**src/rtl/serial_subtractor_pkg.sv**
```systemverilog
// Shared definitions for the bit-serial subtractor: FSM state encoding and default width.
package serial_subtractor_pkg;

    typedef enum logic [1:0] {
        S_IDLE  = 2'd0,
        S_SHIFT = 2'd1,
        S_DONE  = 2'd2
    } state_e;

    localparam int SUB_DEFAULT_WIDTH = 8;

endpackage

```
**src/rtl/serial_subtractor_full_subtractor.sv**
```systemverilog
// Single-bit full subtractor cell: d = a - b - bi, with borrow out bo.
module full_subtractor (
    input  logic a_i,
    input  logic b_i,
    input  logic bi_i,
    output logic d_o,
    output logic bo_o
);

    assign d_o  = a_i ^ b_i ^ bi_i;
    assign bo_o = (~a_i & b_i) | (~(a_i ^ b_i) & bi_i);

endmodule

```
**src/rtl/serial_subtractor.sv**
```systemverilog
// Bit-serial ripple-borrow subtractor, LSB first, behind valid/ready operand and result ports.
// Optional signed-overflow flag is built only when SERIAL_SUB_OVF_EN is defined.
module serial_subtractor
    import serial_subtractor_pkg::*;
#(
    parameter int WIDTH = SUB_DEFAULT_WIDTH
) (
    input  logic             clk,
    input  logic             rst,
    input  logic             in_valid,
    output logic             in_ready,
    input  logic [WIDTH-1:0] a,
    input  logic [WIDTH-1:0] b,
    input  logic             b_in,
    output logic             out_valid,
    input  logic             out_ready,
    output logic [WIDTH-1:0] diff,
    output logic             b_out,
    output logic             ovf
);

    localparam int               CNT_W    = $clog2(WIDTH);
    localparam logic [CNT_W-1:0] LAST_BIT = CNT_W'(WIDTH - 1);

    state_e           state_q, state_d;
    logic [CNT_W-1:0] bitCnt_q, bitCnt_d;
    logic [WIDTH-1:0] aShift_q, aShift_d;
    logic [WIDTH-1:0] bShift_q, bShift_d;
    logic [WIDTH-1:0] diff_q, diff_d;
    logic             borrow_q, borrow_d;
    logic             bOut_q, bOut_d;
    logic             cellD, cellBo;
    logic             lastBit, accept;

    full_subtractor uCell (
        .a_i  (aShift_q[0]),
        .b_i  (bShift_q[0]),
        .bi_i (borrow_q),
        .d_o  (cellD),
        .bo_o (cellBo)
    );

    assign lastBit = (bitCnt_q == LAST_BIT);
    assign accept  = (state_q == S_IDLE) && in_valid;

    always_ff @(posedge clk) begin
        if (rst) begin
            state_q <= S_IDLE;
        end else begin
            state_q <= state_d;
        end
    end

    always_comb begin
        state_d = state_q;
        case (state_q)
            S_IDLE:  if (in_valid)  state_d = S_SHIFT;
            S_SHIFT: if (lastBit)   state_d = S_DONE;
            S_DONE:  if (out_ready) state_d = S_IDLE;
            default:                state_d = S_IDLE;
        endcase
    end

    always_comb begin
        in_ready  = (state_q == S_IDLE);
        out_valid = (state_q == S_DONE);
    end

    // Difference bits enter the top of the minuend register as it empties, so after
    // WIDTH shifts it holds the full result; it is copied out only on the final bit.
    always_comb begin
        aShift_d = aShift_q;
        bShift_d = bShift_q;
        borrow_d = borrow_q;
        bitCnt_d = bitCnt_q;
        diff_d   = diff_q;
        bOut_d   = bOut_q;
        case (state_q)
            S_IDLE: begin
                if (accept) begin
                    aShift_d = a;
                    bShift_d = b;
                    borrow_d = b_in;
                    bitCnt_d = '0;
                end
            end
            S_SHIFT: begin
                aShift_d = {cellD, aShift_q[WIDTH-1:1]};
                bShift_d = {1'b0, bShift_q[WIDTH-1:1]};
                borrow_d = cellBo;
                if (lastBit) begin
                    diff_d = {cellD, aShift_q[WIDTH-1:1]};
                    bOut_d = cellBo;
                end else begin
                    bitCnt_d = bitCnt_q + CNT_W'(1);
                end
            end
            default: ;
        endcase
    end

    always_ff @(posedge clk) begin
        if (rst) begin
            aShift_q <= '0;
            bShift_q <= '0;
            borrow_q <= 1'b0;
            bitCnt_q <= '0;
            diff_q   <= '0;
            bOut_q   <= 1'b0;
        end else begin
            aShift_q <= aShift_d;
            bShift_q <= bShift_d;
            borrow_q <= borrow_d;
            bitCnt_q <= bitCnt_d;
            diff_q   <= diff_d;
            bOut_q   <= bOut_d;
        end
    end

    assign diff  = diff_q;
    assign b_out = bOut_q;

`ifdef SERIAL_SUB_OVF_EN
    logic aMsb_q, aMsb_d;
    logic bMsb_q, bMsb_d;
    logic ovf_q, ovf_d;

    // Operand MSBs are captured at accept because the shift registers lose them.
    always_comb begin
        aMsb_d = aMsb_q;
        bMsb_d = bMsb_q;
        ovf_d  = ovf_q;
        if (accept) begin
            aMsb_d = a[WIDTH-1];
            bMsb_d = b[WIDTH-1];
        end
        if ((state_q == S_SHIFT) && lastBit) begin
            ovf_d = (aMsb_q != bMsb_q) && (cellD != aMsb_q);
        end
    end

    always_ff @(posedge clk) begin
        if (rst) begin
            aMsb_q <= 1'b0;
            bMsb_q <= 1'b0;
            ovf_q  <= 1'b0;
        end else begin
            aMsb_q <= aMsb_d;
            bMsb_q <= bMsb_d;
            ovf_q  <= ovf_d;
        end
    end

    assign ovf = ovf_q;
`else
    assign ovf = 1'b0;
`endif

endmodule

```
**config.mk**
```make
export PLATFORM = sky130hd
export DESIGN_NAME = serial_subtractor
export DESIGN_NICKNAME = d
export VERILOG_FILES = /design/src/rtl/serial_subtractor_pkg.sv /design/src/rtl/serial_subtractor_full_subtractor.sv /design/src/rtl/serial_subtractor.sv
export SDC_FILE = /design/constraint.sdc
export NUM_CORES = 1
export LEC_CHECK = 0
export ABC_AREA = 1
export CORE_AREA = 2 2 55 57
export CTS_CLUSTER_SIZE = 25
export DETAILED_ROUTE_END_ITERATION = 10
export DIE_AREA = 0 0 57 59
export DONT_BUFFER_PORTS = 1
export GPL_ROUTABILITY_DRIVEN = 0
export GPL_TIMING_DRIVEN = 0
export PLACE_DENSITY = 0.7
export SLEW_MARGIN = 20
export SYNTH_ARGS = -nofsm -noshare
export SYNTH_HDL_FRONTEND = slang
export SYNTH_SLANG_ARGS = --single-unit
```
**constraint.sdc**
```tcl
create_clock -name clk -period 2.44 [get_ports clk]
set_input_delay 0.122 -clock clk [delete_from_list [all_inputs] [get_ports clk]]
set_output_delay 0.122 -clock clk [all_outputs]
set_load 0.02 [all_outputs]
```
* Yosys cells after proc, flatten, opt, wreduce, memory -nomap -nowiden
Index checks and enable logic that the tools add are counted.
** Word-level totals
- Flip-flop bits (word level) :: 31
** Cells by class
- Bitwise logic cells :: 7
- Eq/ne operators :: 8
- Add/subtract/negate cells :: 1
- Reductions and logical operators :: 7
- Mux-type cells :: 13
** Operators by type and width (number)
- one-hot mux 8 bit (2 select lines) :: 2
- two-way mux 8 bit :: 2
- two-way mux 2 bit :: 3
- two-way mux 3 bit :: 2
- != test 2 bit (second input constant) :: 3
- one-hot mux 2 bit (3 select lines) :: 1
- one-hot mux 3 bit (2 select lines) :: 1
- AND reduction 3 bit :: 2
- != test 2 x 1 -> 1 bit (second input constant) :: 2
- AND reduction 2 bit :: 2
- adder 3 x 1 -> 3 bit (second input constant) :: 1
- equality test 3 bit (second input constant) :: 1
- bitwise AND 1 bit :: 2
- equality test 2 x 1 -> 1 bit (second input constant) :: 1
- equality test 2 bit (second input constant) :: 1
- logical NOT 2 bit :: 1
- inverter 1 bit :: 2
- one-hot mux 1 bit (2 select lines) :: 1
- nonzero test 2 bit :: 1
- bitwise XOR 1 bit :: 2
- logical AND 1 bit :: 1
- two-way mux 1 bit :: 1
- OR 1 bit :: 1

* Longest topological paths before layout
- Word-level depth :: 5
- Mapped depth :: 7
- Gate-level depth less buffers :: 6

* By module
From an unflattened synthesis, not the netlist that was laid out.
** Second synthesis, totals
- Cells, all modules :: 218
- Area, all modules :: 1445.1 sq um
** Modules (own cells, without submodules)
- serial_subtractor :: cells each 214, area an instance 1413.9 sq um, times used 1
- full_subtractor :: cells each 4, area an instance 31.3 sq um, times used 1

* Least setup slack after synthesis
No wires, ideal clock.
- Path kind :: register -> register
- From :: register bitCnt_q[0]
- To :: register diff_q[0], in the netlist diff[0]
- Library setup time :: 0.070 ns
- Data arrival time :: 1.203 ns
- Clock period less this slack :: 1.273 ns
- Path buffers :: 1
- Cell stages (with the launch flop) :: 7
- Path slack :: 1.167 ns
- Cells stage by stage :: dfxtp_1 ha_1 ha_1 buf_2 nand2_1 nand2_1 a21oi_1
** Between the ends
- Cells in the longest elaborated chain, start to end :: 2
** Ends and longest elaborated chain
- from (decl) :: RTL line serial_subtractor.sv:26 : logic [CNT_W-1:0] bitCnt_q, bitCnt_d;
- from (signal assigned) :: RTL line serial_subtractor.sv:114 : bitCnt_q <= bitCnt_d;
- equality test 3 bit :: RTL line serial_subtractor.sv:43 : assign lastBit = (bitCnt_q == LAST_BIT);
- AND reduction 2 bit (no line)
- to (signal assigned) :: RTL line serial_subtractor.sv:115 : diff_q <= diff_d;
- to (decl) :: RTL line serial_subtractor.sv:29 : logic [WIDTH-1:0] diff_q, diff_d;
No other way between the ends.
A chain may end at the register's enable or synchronous reset.

* Worst setup path after layout
- From :: register bitCnt_q[0]
- To :: register diff_q[6], in the netlist diff[6]
Same word-level chain as after synthesis.

==> results by group <==
Status
  – Status: complete, no violations

Detailed routing
  – Number of remaining DRC errors: 0
  – Final ANT Viol Nets: 0
  – Via density: 5.16
  – Via count: 1352
  – Highest routed layer: met4
  – Post-DR wirelength/cell: 12.8 µm
  – Routed wire length: 3.36 mm
  – Routed wl met2: 1.64 mm
  – Detailed Routing Iterations Pass 1: 4
  – Met3 WL: 208 µm
  – DRT iter0 DRCs: 36
  – Metal-1 WL: 1.44 mm

Clock network
  – H-tree Lvls: 2
  – Max Root-Sink Buffers: 2
  – CTS tree: yes
  – Hold buffers post-CTS: 7
  – Post_cts resized: 0
  – Post-CTS Setup Repair Bufs: 0
  – CTS clk-pin slew, worst paths: 0.11 ns
  – CTS Buf Count: 5
  – Root buf cell: clkbuf_4
  – Worst-skew pair later-pin latency: 0.35 ns
  – Clock sink total: 31

Pwr
  – VDD IR-drop max: 0.558 mV
  – Pwr Density: 710 nW/µm²
  – P_leak: 0.737 nW

Worst setup path
  – Arrival @ worst endpoint: 1.78 ns
  – Worst path buffer plus inverter count: 1
  – Startpoint Class: register
  – R2R Path End: diff[6]
  – CP Max Fanout: 10
  – CP peak stage delay: 0.34 ns
  – Flop2flop setup slack: 0.94 ns
  – Crit path to: diff[6]
  – Cells on worst reg2reg path: 6
  – Worst path cell trace: ha_1 -> ha_1 -> buf_2 -> nand2_1 -> nand2_1 -> a21oi_1
  – Critical path data required time: 2.72 ns
  – Setup crit start: bitCnt_q[0]
  – RR Startpoint: bitCnt_q[0]
  – Crit Path Category: reg -> reg
  – Family with the most delay on the worst path: adder cells
  – Cell type of the slowest stage on the worst timing path: dfxtp_1
  – Stages on worst setup path: 6
  – CP Capture Type: register

Synth
  – Synth Cell Area: 1430 µm²
  – Synth Instances: 216
  – Synth warn: 0
  – XOR/XNOR Fraction of Synth Area: 0%
  – Yosys reg bits: 31
  – Post-synthesis mux area share: 0%
  – Syn avg cell area: 6.64 µm²
  – Simple-gate share of the synthesized area: 32.4%
  – Register area share after synthesis: 43.3%
  – Synth cell types: 20
  – Fraction of the mapped netlist area in compound gates: 11.3%
  – Synth Net Count: 240
  – Post-Synth Adder-Cell Area: 3.14%
  – Largest family of logic cells by synthesized area: simple AND/OR/NAND/NOR gates

Timing
  – Unrepaired setup endpoints after global routing: no
  – Final Cycle Share: 61.5%
  – Final Hold Vio Count: 0
  – Final setup fails: 0
  – Setup_tns: 0 ns
  – Max Fclk: 666 MHz
  – Final Max Slew Viols: 0
  – Tmin final: 1.50 ns
  – Max Clock Skew: 0.0106 ns

Global routing
  – Tot GR Track Use: 21.4%
  – First-pass GRT wire length: 5.51 mm
  – Number of global-route vias before repair: 1332
  – Total grt overflow: 0
  – Initial antenna violation count: 0
  – Pin count of the biggest net entering global routing: 11

Finish
  – Antenna cells: 0
  – Final nets: 254
  – FF/Latch Area: 621 µm²
  – # fillers: 272
  – Area taken by multi-input logic gates: 674 µm²
  – Commonest non-fill, non-tap cell in the layout: nand2_1
  – Layout cells sized above 1: 9.09%
  – Core Util, Final: 60.1%
  – Post-Layout Cell Count: 262
  – Most frequent cells in the layout: 68 x nand2_1, 36 x nor2_1, 31 x dfxtp_1
  – Layout area overhead: 13.6%

Die
  – Die area: 3360 µm²
  – Initial Utilization: 52.9%
  – Ports: 33
  – Die width: 57 µm
  – DIE HEIGHT: 59 µm
  – Cell Rows: 19
  – Core region area: 2710 µm²

Worst hold path
  – Type of the worst min-delay path: in -> reg

Placement
  – DP HPWL: 2.36 mm
  – Buffers added on ports: 0
  – Cell total after placement: 247

Flow run
  – Max-cap violations: 0
==> area by class of cell <==
class / instances / share of cell area (%)
clock inverters: 2 / 2.15
well taps: 31 / 2.38
multi-input cells: 153 / 41.4
flip-flops and latches: 31 / 38.1
inverters: 21 / 4.84
clock buffers: 6 / 3.15
repair buffers: 7 / 4.30
plain buffers: 11 / 3.69
==> per-stage QoR <==
step                cell area (µm²)  total power, W  setup WS, ns  hold WS, ns
floorplan                      1430        0.000688          1.17        0.191
global route                   1630         0.00121         0.805       0.0160
finish                         1630         0.00116         0.938      0.00706
detailed placement             1470        0.000724         0.975        0.197
global placement               1470        0.000715          1.05        0.194
CTS                            1630         0.00116         0.948      0.00227
==> state kept, by name, indices dropped and copies added, names as in the netlist <==
signal / count
borrow_q: 1
bShift_q: 8
bitCnt_q: 3
diff: 8
state_q: 2
aShift_q: 8
b_out: 1
==> cells in the mapped netlist <==
library cell,count,share of area [%]
nand3b_1,1,0.52
ha_1,2,1.7
clkbuf_1,2,0.52
buf_2,6,2.1
o21ai_0,1,0.35
inv_2,2,0.52
nand3_1,12,4.2
buf_4,3,1.6
o21ai_2,1,0.61
a21oi_1,14,4.9
clkinv_1,1,0.26
nor2_2,1,0.44
inv_1,18,4.7
fa_1,1,1.4
a21boi_0,1,0.52
nand2_1,68,18
conb_1,1,0.26
nor2_1,36,9.4
o21ai_1,14,4.9
dfxtp_1,31,43
==> worst min path at each step <==
stage	startpoint	endpoint	slack [ns]	cells after the start
floorplan	rst	bShift_q[7]	0.19	1
global placement	rst	diff[7]	0.19	1
detailed placement	rst	diff[7]	0.20	1
CTS	a[5]	aShift_q[5]	0.002	4
global route	a[3]	aShift_q[3]	0.02	4
finish	a[5]	aShift_q[5]	0.007	4
==> metal layers <==
| layer | track usage (%) | vias to the layer above |
|---|---|---|
| met3 | 7.86 | 11 |
| li1 | - | 692 |
| met5 | 0 | - |
| met1 | 22.9 | 599 |
| met4 | 7.97 | 0 |
| met2 | 38.8 | 50 |
==> tightest hold or removal path: cells and delay by family <==
| kind | cells | cell delay (ns) |
|---|---|---|
| simple gates | 3 | 0.14 |
| compound gates | 1 | 0.06 |
==> power by group <==
| group | switching, W | internal (W) |
|---|---|---|
| Combinational | 0.000109 | 0.0000639 |
| Sequential | 0.0000154 | 0.000536 |
| Clock | 0.000191 | 0.000242 |
==> logic make-up after synthesis <==
kind of cell             Yosys count
AO/OA/AOI/OAI                     31
other                              1
flip-flops                        31
AND/OR/NAND/NOR                  118
adder cells (fa/ha/maj)            3
buffers and inverters             32
Note: power is estimated with default switching activity, not from simulation.
